## config.mk

```make
export PLATFORM = sky130hd
export DESIGN_NAME = l2_request_arbiter_flat
export DESIGN_NICKNAME = d
export VERILOG_FILES = /design/src/rtl/l2_request_arbiter_if.sv /design/src/rtl/l2_request_arbiter.sv /design/src/flat_wrapper.sv
export SDC_FILE = /design/constraint.sdc
export NUM_CORES = 1
export LEC_CHECK = 0
export CORE_AREA = 2 2 121 123
export CTS_CLUSTER_DIAMETER = 50
export DETAILED_ROUTE_END_ITERATION = 7
export DIE_AREA = 0 0 123 125
export PLACE_DENSITY = 0.61
export SLEW_MARGIN = 0
export SYNTH_ARGS = -nofsm -noshare
export SYNTH_HDL_FRONTEND = slang
export SYNTH_SLANG_ARGS = --single-unit
```

## constraint.sdc

```tcl
create_clock -name CLK -period 1.8 [get_ports CLK]
set_input_delay 0.36 -clock CLK [delete_from_list [all_inputs] [get_ports CLK]]
set_output_delay 0.36 -clock CLK [all_outputs]
set_load 0.02 [all_outputs]
```

## src/rtl/l2_request_arbiter_if.sv

```systemverilog
// Generic request/busy bus between a cache-side requester and the L2 proc port.
// generic_bus modport faces the requester; cpu modport drives the L2.
interface generic_bus;
   logic [31:0] addr;
   logic [31:0] wdata;
   logic [31:0] rdata;
   logic        ren;
   logic        wen;
   logic        busy;
   logic [3:0]  byte_en;

   modport generic_bus (
      input  addr, wdata, ren, wen, byte_en,
      output rdata, busy
   );

   modport cpu (
      output addr, wdata, ren, wen, byte_en,
      input  rdata, busy
   );
endinterface

```

## src/rtl/l2_request_arbiter.sv

```systemverilog
// I/D miss-port arbiter onto the single L2 proc bus; one registered arbitration cycle, then L2 latency.
// Losing/idle master is held off with busy=1; the granted master sees the L2 busy/rdata directly.
module l2_request_arbiter #(
   parameter bit ROUND_ROBIN = 1'b1,
   parameter bit RESET_LAST  = 1'b0
) (
   input logic             CLK,
   input logic             nRST,
   generic_bus.generic_bus icache_bus_if,
   generic_bus.generic_bus dcache_bus_if,
   generic_bus.cpu         l2_bus_if
);

   typedef enum logic [1:0] {IDLE, GRANT_I, GRANT_D} state_t;

   state_t state;
   logic   last_grant;
   logic   req_i;
   logic   req_d;

   assign req_i = icache_bus_if.ren | icache_bus_if.wen;
   assign req_d = dcache_bus_if.ren | dcache_bus_if.wen;

   always_ff @(posedge CLK or negedge nRST) begin
      if (!nRST) begin
         state      <= IDLE;
         last_grant <= RESET_LAST;
      end else begin
         case (state)
            IDLE: begin
               if (req_i && req_d) begin
                  // last_grant: 0 = I-cache, 1 = D-cache
                  if (ROUND_ROBIN) state <= last_grant ? GRANT_I : GRANT_D;
                  else             state <= GRANT_D;
               end else if (req_d) begin
                  state <= GRANT_D;
               end else if (req_i) begin
                  state <= GRANT_I;
               end
            end
            GRANT_I: begin
               if (!req_i) begin
                  state <= IDLE;
               end else if (!l2_bus_if.busy) begin
                  state      <= IDLE;
                  last_grant <= 1'b0;
               end
            end
            GRANT_D: begin
               if (!req_d) begin
                  state <= IDLE;
               end else if (!l2_bus_if.busy) begin
                  state      <= IDLE;
                  last_grant <= 1'b1;
               end
            end
            default: state <= IDLE;
         endcase
      end
   end

   // Forwarding is combinational so an aborting master drops the L2 strobe in the same cycle.
   always_comb begin
      l2_bus_if.addr        = '0;
      l2_bus_if.wdata       = '0;
      l2_bus_if.ren         = 1'b0;
      l2_bus_if.wen         = 1'b0;
      l2_bus_if.byte_en     = '0;
      icache_bus_if.busy    = 1'b1;
      icache_bus_if.rdata   = '0;
      dcache_bus_if.busy    = 1'b1;
      dcache_bus_if.rdata   = '0;
      case (state)
         GRANT_I: begin
            l2_bus_if.addr      = icache_bus_if.addr;
            l2_bus_if.wdata     = icache_bus_if.wdata;
            l2_bus_if.ren       = icache_bus_if.ren;
            l2_bus_if.wen       = icache_bus_if.wen;
            l2_bus_if.byte_en   = icache_bus_if.byte_en;
            icache_bus_if.busy  = l2_bus_if.busy;
            icache_bus_if.rdata = l2_bus_if.rdata;
         end
         GRANT_D: begin
            l2_bus_if.addr      = dcache_bus_if.addr;
            l2_bus_if.wdata     = dcache_bus_if.wdata;
            l2_bus_if.ren       = dcache_bus_if.ren;
            l2_bus_if.wen       = dcache_bus_if.wen;
            l2_bus_if.byte_en   = dcache_bus_if.byte_en;
            dcache_bus_if.busy  = l2_bus_if.busy;
            dcache_bus_if.rdata = l2_bus_if.rdata;
         end
         default: ;
      endcase
   end

endmodule

```

## src/flat_wrapper.sv

```systemverilog
// flat-port wrapper written by rule: the top's interface ports become plain ports
module l2_request_arbiter_flat 
#(
   parameter bit ROUND_ROBIN = 1'b1,
   parameter bit RESET_LAST  = 1'b0
)
  (CLK, nRST, icache_bus_if_addr, icache_bus_if_wdata, icache_bus_if_ren, icache_bus_if_wen, icache_bus_if_byte_en, icache_bus_if_rdata, icache_bus_if_busy, dcache_bus_if_addr, dcache_bus_if_wdata, dcache_bus_if_ren, dcache_bus_if_wen, dcache_bus_if_byte_en, dcache_bus_if_rdata, dcache_bus_if_busy, l2_bus_if_addr, l2_bus_if_wdata, l2_bus_if_ren, l2_bus_if_wen, l2_bus_if_byte_en, l2_bus_if_rdata, l2_bus_if_busy);
  generic_bus icache_bus_if_i ();
  generic_bus dcache_bus_if_i ();
  generic_bus l2_bus_if_i ();
  input logic CLK;
  input logic nRST;
  input wire logic [$bits(icache_bus_if_i.addr)-1:0] icache_bus_if_addr;
  input wire logic [$bits(icache_bus_if_i.wdata)-1:0] icache_bus_if_wdata;
  input wire logic [$bits(icache_bus_if_i.ren)-1:0] icache_bus_if_ren;
  input wire logic [$bits(icache_bus_if_i.wen)-1:0] icache_bus_if_wen;
  input wire logic [$bits(icache_bus_if_i.byte_en)-1:0] icache_bus_if_byte_en;
  output wire logic [$bits(icache_bus_if_i.rdata)-1:0] icache_bus_if_rdata;
  output wire logic [$bits(icache_bus_if_i.busy)-1:0] icache_bus_if_busy;
  input wire logic [$bits(dcache_bus_if_i.addr)-1:0] dcache_bus_if_addr;
  input wire logic [$bits(dcache_bus_if_i.wdata)-1:0] dcache_bus_if_wdata;
  input wire logic [$bits(dcache_bus_if_i.ren)-1:0] dcache_bus_if_ren;
  input wire logic [$bits(dcache_bus_if_i.wen)-1:0] dcache_bus_if_wen;
  input wire logic [$bits(dcache_bus_if_i.byte_en)-1:0] dcache_bus_if_byte_en;
  output wire logic [$bits(dcache_bus_if_i.rdata)-1:0] dcache_bus_if_rdata;
  output wire logic [$bits(dcache_bus_if_i.busy)-1:0] dcache_bus_if_busy;
  output wire logic [$bits(l2_bus_if_i.addr)-1:0] l2_bus_if_addr;
  output wire logic [$bits(l2_bus_if_i.wdata)-1:0] l2_bus_if_wdata;
  output wire logic [$bits(l2_bus_if_i.ren)-1:0] l2_bus_if_ren;
  output wire logic [$bits(l2_bus_if_i.wen)-1:0] l2_bus_if_wen;
  output wire logic [$bits(l2_bus_if_i.byte_en)-1:0] l2_bus_if_byte_en;
  input wire logic [$bits(l2_bus_if_i.rdata)-1:0] l2_bus_if_rdata;
  input wire logic [$bits(l2_bus_if_i.busy)-1:0] l2_bus_if_busy;
  assign icache_bus_if_i.addr = icache_bus_if_addr;
  assign icache_bus_if_i.wdata = icache_bus_if_wdata;
  assign icache_bus_if_i.ren = icache_bus_if_ren;
  assign icache_bus_if_i.wen = icache_bus_if_wen;
  assign icache_bus_if_i.byte_en = icache_bus_if_byte_en;
  assign icache_bus_if_rdata = icache_bus_if_i.rdata;
  assign icache_bus_if_busy = icache_bus_if_i.busy;
  assign dcache_bus_if_i.addr = dcache_bus_if_addr;
  assign dcache_bus_if_i.wdata = dcache_bus_if_wdata;
  assign dcache_bus_if_i.ren = dcache_bus_if_ren;
  assign dcache_bus_if_i.wen = dcache_bus_if_wen;
  assign dcache_bus_if_i.byte_en = dcache_bus_if_byte_en;
  assign dcache_bus_if_rdata = dcache_bus_if_i.rdata;
  assign dcache_bus_if_busy = dcache_bus_if_i.busy;
  assign l2_bus_if_addr = l2_bus_if_i.addr;
  assign l2_bus_if_wdata = l2_bus_if_i.wdata;
  assign l2_bus_if_ren = l2_bus_if_i.ren;
  assign l2_bus_if_wen = l2_bus_if_i.wen;
  assign l2_bus_if_byte_en = l2_bus_if_i.byte_en;
  assign l2_bus_if_i.rdata = l2_bus_if_rdata;
  assign l2_bus_if_i.busy = l2_bus_if_busy;
  l2_request_arbiter #(.ROUND_ROBIN(ROUND_ROBIN), .RESET_LAST(RESET_LAST)) u_core (.CLK(CLK), .nRST(nRST), .icache_bus_if(icache_bus_if_i), .dcache_bus_if(dcache_bus_if_i), .l2_bus_if(l2_bus_if_i));
endmodule
```

==> results.txt, run 1 <==
H-tree depth -> 1
vias in the first global route -> 3,607
DRC errors left -> 0
clk sinks -> 3
port bufs -> 310
DRT Pass-1 Iters -> 4
hold crit path type -> in2async
period utilization -> 115%
Skew-Pair Late Insertion Delay -> 0.23 ns
hold slack -> 0.332 ns
Num CTS Buffers -> 3
CP Buf/Inv Count -> 3
final slew viol count -> 0
CP required -> 1.44 ns
vias per cell -> 4.33
Synth-to-Final Area Change -> 272%
Worst setup EP type -> output port
Final Setup Violations -> 137
DR iter-0 viols -> 48
mapped cell area -> 0.00178 mm²
worst-case reg-to-reg path depth -> 9
most common cell after layout, fill and taps aside -> clkdlybuf4s50_1
CTS tree -> yes
stages on the worst setup path -> 6
Worst Skew -> 0.00517 ns
Cell Pwr Density -> 1440 mW/mm²
DRT antenna net count -> 0
dpl ws -> -0.441 ns
Die H -> 125 µm
CTS Hold Bufs -> 0
share of the synthesized area in the top cell type -> 29.5%
Cell variety after synth -> 24
total power draw -> 9.50 mW
initial antenna violation count -> 1
# rows -> 44
unrepaired setup endpoints after global routing -> yes
Crit Path Class -> reg2out
leakage -> 2.68 nW
largest net degree at the start of global routing -> 31
Synth area leader -> a22oi_1
DP HPWL -> 9.23 mm
Top Ports -> 311
Max-Cap Viols -> 0
Synth area leaders -> a22oi_1, nor2b_1, and2_1
CORE AREA -> 0.0142 mm²
WL final -> 14.1 mm
share of cells above drive strength 1 -> 63.6%
Tightest Pin Transition -> 0.411 ns
failing checks -> setup timing
most frequent cells in the layout -> clkdlybuf4s50_1, buf_6, a22oi_2
post-route setup TNS -> -23.05 ns
Post-Syn Instances -> 267
max incr delay on CP -> 0.39 ns
Max Clock Freq -> 483 MHz
slowest CP cell -> dfrtp_1
most used cell, CP -> buf_6
vias -> 3,454
grt total ovfl -> 0
Worst Path Max Fanout -> 17
Worst setup SP type -> register
cell family with most CP delay -> buffers and inverters
status -> finished, violations left
initial core utilization -> 12.5%
crit path setup slack, layout -> -0.270 ns
Syn. warnings -> 0
Avg WL per Cell -> 17.7 µm
post-synthesis sequential area ratio -> 4.22%
first-pass GRT wire length -> 19.1 mm
CTS max path bufs -> 2
Critical Path AT -> 1.71 ns
GRT Resource Usage Total -> 16.0%
Avg Synthesized Cell Area -> 6.66 µm²
nets -> 794
fin crit period -> 2.07 ns
count of final hold-check violations -> 0
FILL cells -> 1,353
CP Cell Sequence -> buf_6, ha_4, bufbuf_16, a22oi_2, nor2b_4, buf_6
RePlAce Congestion -> 0.824
Yosys reg bits -> 3
Clock transition at path regs -> 0.03 ns
n_diodes -> 0
Root Driver -> clkbuf_16
Max-Slew Margin vs Limit -> 72.4%
syn_nets -> 447
die area -> 0.0154 mm²
die width -> 123 µm
maximum vdd drop -> 566 µV
==> through the flow <==
step,instance area (µm²),util [%],std cells
after floorplan,1960,-,267
after CTS,6100,42.9,786
after global routing,6620,46.6,797
final,6620,46.6,797
after global placement,5430,38.2,752
after detailed placement,5430,38.2,752
==> state kept, by name, summed over array words and instances, names as in the netlist <==
| name | flops |
|---|---|
| u_core.state | 2 |
| u_core.last_grant | 1 |
==> area by class of cell <==
type	count	area, µm²	area share [%]
clock buffers	4	78.8	1.19
multi-input cells	231	2320	35.0
repair buffers	372	3900	59.0
inverters	3	11.3	0.170
flip-flops and latches	3	75.1	1.13
well taps	184	230	3.48
==> power by group <==
part | internal [mW] | switching (mW) | leakage, nW
Combinational | 5.06 | 3.95 | 2.61
Sequential | 0.0989 | 0.0286 | 0.0372
Clock | 0.293 | 0.0728 | 0.0382
Total | 5.46 | 4.05 | 2.68
==> per-layer routing <==
metal  vias up  wire (µm)  track usage (%)
met1      1634       5230             16.7
met5         -         13                0
met3        12       1170             4.84
li1       1643          -                -
met4         2        125             2.74
met2       163       7590             30.9
==> worst register-to-register path, cell delays in order (launching register included) <==
cell and delay, ns:
dfrtp_1 0.39, inv_2 0.11, buf_6 0.10, buf_6 0.09, ha_4 0.23, buf_16 0.15
buf_6 0.10, or3b_4 0.37, a31oi_1 0.22, a21oi_2 0.05
==> repair_timing <==
item	in CTS	in global routing
pin swaps	13	6
endpoints found under the setup margin	137	138
setup buffers	20	6
gates cloned	10	5
endpoints found under the hold margin	0	0
gates resized for setup	749	118
==> Yosys cell counts <==
master / number
nor2b_1: 71
a22oi_1: 70
and2_1: 64
clkbuf_1: 23
buf_2: 7
ha_1: 5
o21ai_0: 4
dfrtp_1: 3
inv_1: 3
nand2_1: 2
nand3_1: 2
a2111o_1: 1
a2111oi_0: 1
a21oi_1: 1
a311o_1: 1
a31o_1: 1
a31oi_1: 1
and3b_1: 1
nor2_1: 1
nor3_1: 1
nor4_1: 1
o21ba_2: 1
o221ai_1: 1
or3b_1: 1
==> cell families after synthesis <==
| group | count (synthesis) | share of synthesized area, % |
|---|---|---|
| compound gates | 82 | 34.5 |
| fa+ha+maj | 5 | 3.52 |
| buf+inv | 33 | 7.45 |
| flops | 3 | 4.22 |
| simple gates | 144 | 50.3 |
==> final timing paths <==
check                                              startpoint                            end  slack [ns]
worst max-delay path              u_core.state[0]$_DFFE_PN0P_              l2_bus_if_addr[9]       -0.27
worst max register to register    u_core.state[0]$_DFFE_PN0P_  u_core.last_grant$_DFFE_PN0P_       -0.11
min in group CLK                u_core.last_grant$_DFFE_PN0P_  u_core.last_grant$_DFFE_PN0P_        0.59
worst min register to register  u_core.last_grant$_DFFE_PN0P_  u_core.last_grant$_DFFE_PN0P_        0.59
max in group asynchronous                                nRST    u_core.state[0]$_DFFE_PN0P_        1.30
worst min-delay path                                     nRST    u_core.state[1]$_DFFE_PN0P_        0.33
Power figures use the tool's default switching activity.
==> inputs of run 2 (changes only) <==
--- a/config.mk
+++ b/config.mk
@@ -5,11 +5,13 @@
 export SDC_FILE = /design/constraint.sdc
 export NUM_CORES = 1
 export LEC_CHECK = 0
-export CORE_AREA = 2 2 121 123
+export CELL_PAD_IN_SITES_DETAIL_PLACEMENT = 0
+export CELL_PAD_IN_SITES_GLOBAL_PLACEMENT = 1
+export CORE_ASPECT_RATIO = 0.6
+export CORE_UTILIZATION = 12
 export CTS_CLUSTER_DIAMETER = 50
 export DETAILED_ROUTE_END_ITERATION = 7
-export DIE_AREA = 0 0 123 125
-export PLACE_DENSITY = 0.61
+export PLACE_DENSITY = 0.92
 export SLEW_MARGIN = 0
 export SYNTH_ARGS = -nofsm -noshare
 export SYNTH_HDL_FRONTEND = slang
==> run 2 against run 1 <==
The run still ends with setup timing left. Sequential power hardly changed. Hold slack worse by 0.0073 ns. Via count is 0.49% lower. Core utilization is 0.34 points lower. Critical path depth is 1 higher. Critical path type unchanged.
==> results.txt, run 2 (synthesized netlist as in run 1, its figures left out) <==
DR iter-0 viols -> 109
maximum vdd drop -> 568 µV
vias in the first global route -> 2,890
first-pass GRT wire length -> 16.0 mm
Cell Pwr Density -> 1430 mW/mm²
initial core utilization -> 12.3%
Worst Skew -> 0.00112 ns
DRC errors left -> 0
top flop regs -> u_core.state x2, u_core.last_grant x1
fin crit period -> 2.05 ns
Global Route met2 Usage -> 22.5%
Top Ports -> 311
most frequent cells in the layout -> clkdlybuf4s50_1, buf_6, buf_4
nets -> 789
Tightest Pin Transition -> 0.411 ns
Critical Path AT -> 1.69 ns
CP Cell Sequence -> inv_2, buf_6, ha_4, buf_4, buf_8, nor2b_2, buf_6
Max-Cap Viols -> 0
vias per cell -> 4.26
port bufs -> 310
CTS Hold Bufs -> 0
met3 Use GR -> 3.40%
post-route setup TNS -> -20.38 ns
Crit Path Class -> reg2out
RePlAce Congestion -> 0.807
Avg WL per Cell -> 17.2 µm
Root Driver -> clkbuf_16
DP HPWL -> 8.82 mm
crit path setup slack, layout -> -0.247 ns
count of final hold-check violations -> 0
Synth-to-Final Area Change -> 276%
max reg flops -> 2
n_diodes -> 0
hold slack -> 0.324 ns
final slew viol count -> 0
Post-Place Cells -> 767
Top reg by flops -> u_core.state
Max Clock Freq -> 489 MHz
period utilization -> 114%
slowest CP cell -> dfrtp_1
FILL cells -> 1,379
Final Non-Filler Cells -> 806
status -> finished, violations left
failing checks -> setup timing
WL final -> 13.8 mm
die width -> 159 µm
DRT Pass-1 Iters -> 4
leakage -> 2.72 nW
Clock transition at path regs -> 0.03 ns
DRT antenna net count -> 0
most used cell, CP -> buf_6
Worst setup SP type -> register
most common cell after layout, fill and taps aside -> clkdlybuf4s50_1
unrepaired setup endpoints after global routing -> yes
vias -> 3,437
Die H -> 96.3 µm
Worst Path Max Fanout -> 13
initial antenna violation count -> 0
largest net degree at the start of global routing -> 35
Worst setup EP type -> output port
grt total ovfl -> 0
dpl ws -> -0.441 ns
CTS max path bufs -> 2
CP required -> 1.44 ns
hold crit path type -> in2async
Max-Slew Margin vs Limit -> 72.3%
Final Setup Violations -> 136
fin util -> 46.2%
CORE AREA -> 0.0145 mm²
CP Buf/Inv Count -> 5
clk sinks -> 3
CTS tree -> yes
Skew-Pair Late Insertion Delay -> 0.22 ns
# rows -> 34
GRT Resource Usage Total -> 13.3%
max incr delay on CP -> 0.37 ns
cell family with most CP delay -> buffers and inverters
die area -> 0.0153 mm²
share of cells above drive strength 1 -> 59.5%
H-tree depth -> 1
Num CTS Buffers -> 3
gr busiest metal -> met2
met1 Usage GRT -> 17.2%
==> run 2: cell types whose count changed in the layout (fill, tap and decap cells not counted), moves of 5 or more <==
cell / before / now
buf_6: 80 / 110
a22oi_1: 2 / 28
a22oi_2: 68 / 42
buf_2: 31 / 6
nor2b_4: 13 / 36
nor2b_2: 56 / 34
buf_4: 58 / 48
buf_16: 7 / 1
buf_8: 1 / 6
==> run 2: metal layers <==
| metal | vias up | share of wire, % |
|---|---|---|
| met2 | 167 | 48 |
| met3 | 4 | 7.2 |
| met1 | 1632 | 44 |
| li1 | 1634 | - |
| met4 | 0 | 0.37 |
| met5 | - | 0 |
==> run 2: timing repair <==
| item | in CTS | in global routing |
|---|---|---|
| resized for setup | 551 | 365 |
| pin swaps | 2 | 21 |
| cloned | 1 | 15 |
| buffers inserted | 4 | 16 |
| endpoints found under the setup margin | 136 | 137 |
==> run 2: worst paths after layout <==
path / to / slack, ns / start / depth (start not counted)
setup / recovery: l2_bus_if_wdata[13] / -0.25 / u_core.state[0]$_DFFE_PN0P_ / 7
hold / removal: u_core.last_grant$_DFFE_PN0P_ / 0.32 / nRST / 1
setup reg to reg: u_core.state[1]$_DFFE_PN0P_ / -0.02 / u_core.state[1]$_DFFE_PN0P_ / 7
hold reg to reg: u_core.last_grant$_DFFE_PN0P_ / 0.59 / u_core.last_grant$_DFFE_PN0P_ / 2
max in group asynchronous: u_core.state[1]$_DFFE_PN0P_ / 1.33 / nRST / 1
min in group CLK: u_core.last_grant$_DFFE_PN0P_ / 0.59 / u_core.last_grant$_DFFE_PN0P_ / 2
==> run 2: where the power goes <==
group	total [mW]	internal, mW	leakage (nW)	switching [mW]
clock network	0.351	0.292	0.0382	0.0589
logic	9.12	5.13	2.64	3.99
registers	0.127	0.0989	0.0372	0.0280
==> run 2: through the flow <==
stage	cell area (µm²)	power, mW
finish	6690	9.60
global route	6690	10.1
CTS	5570	6.78
detailed placement	5460	6.40
global placement	5460	6.37
floorplan	1960	3.47
==> run 2: final cells by class <==
class / instances / area, µm² / share of cell area, %
timing repair buffer: 367 / 3960 / 59.2
multi-input combinational: 231 / 2320 / 34.6
tap: 198 / 248 / 3.70
clock buffer: 4 / 78.8 / 1.18
sequential: 3 / 75.1 / 1.12
inverter: 3 / 11.3 / 0.168
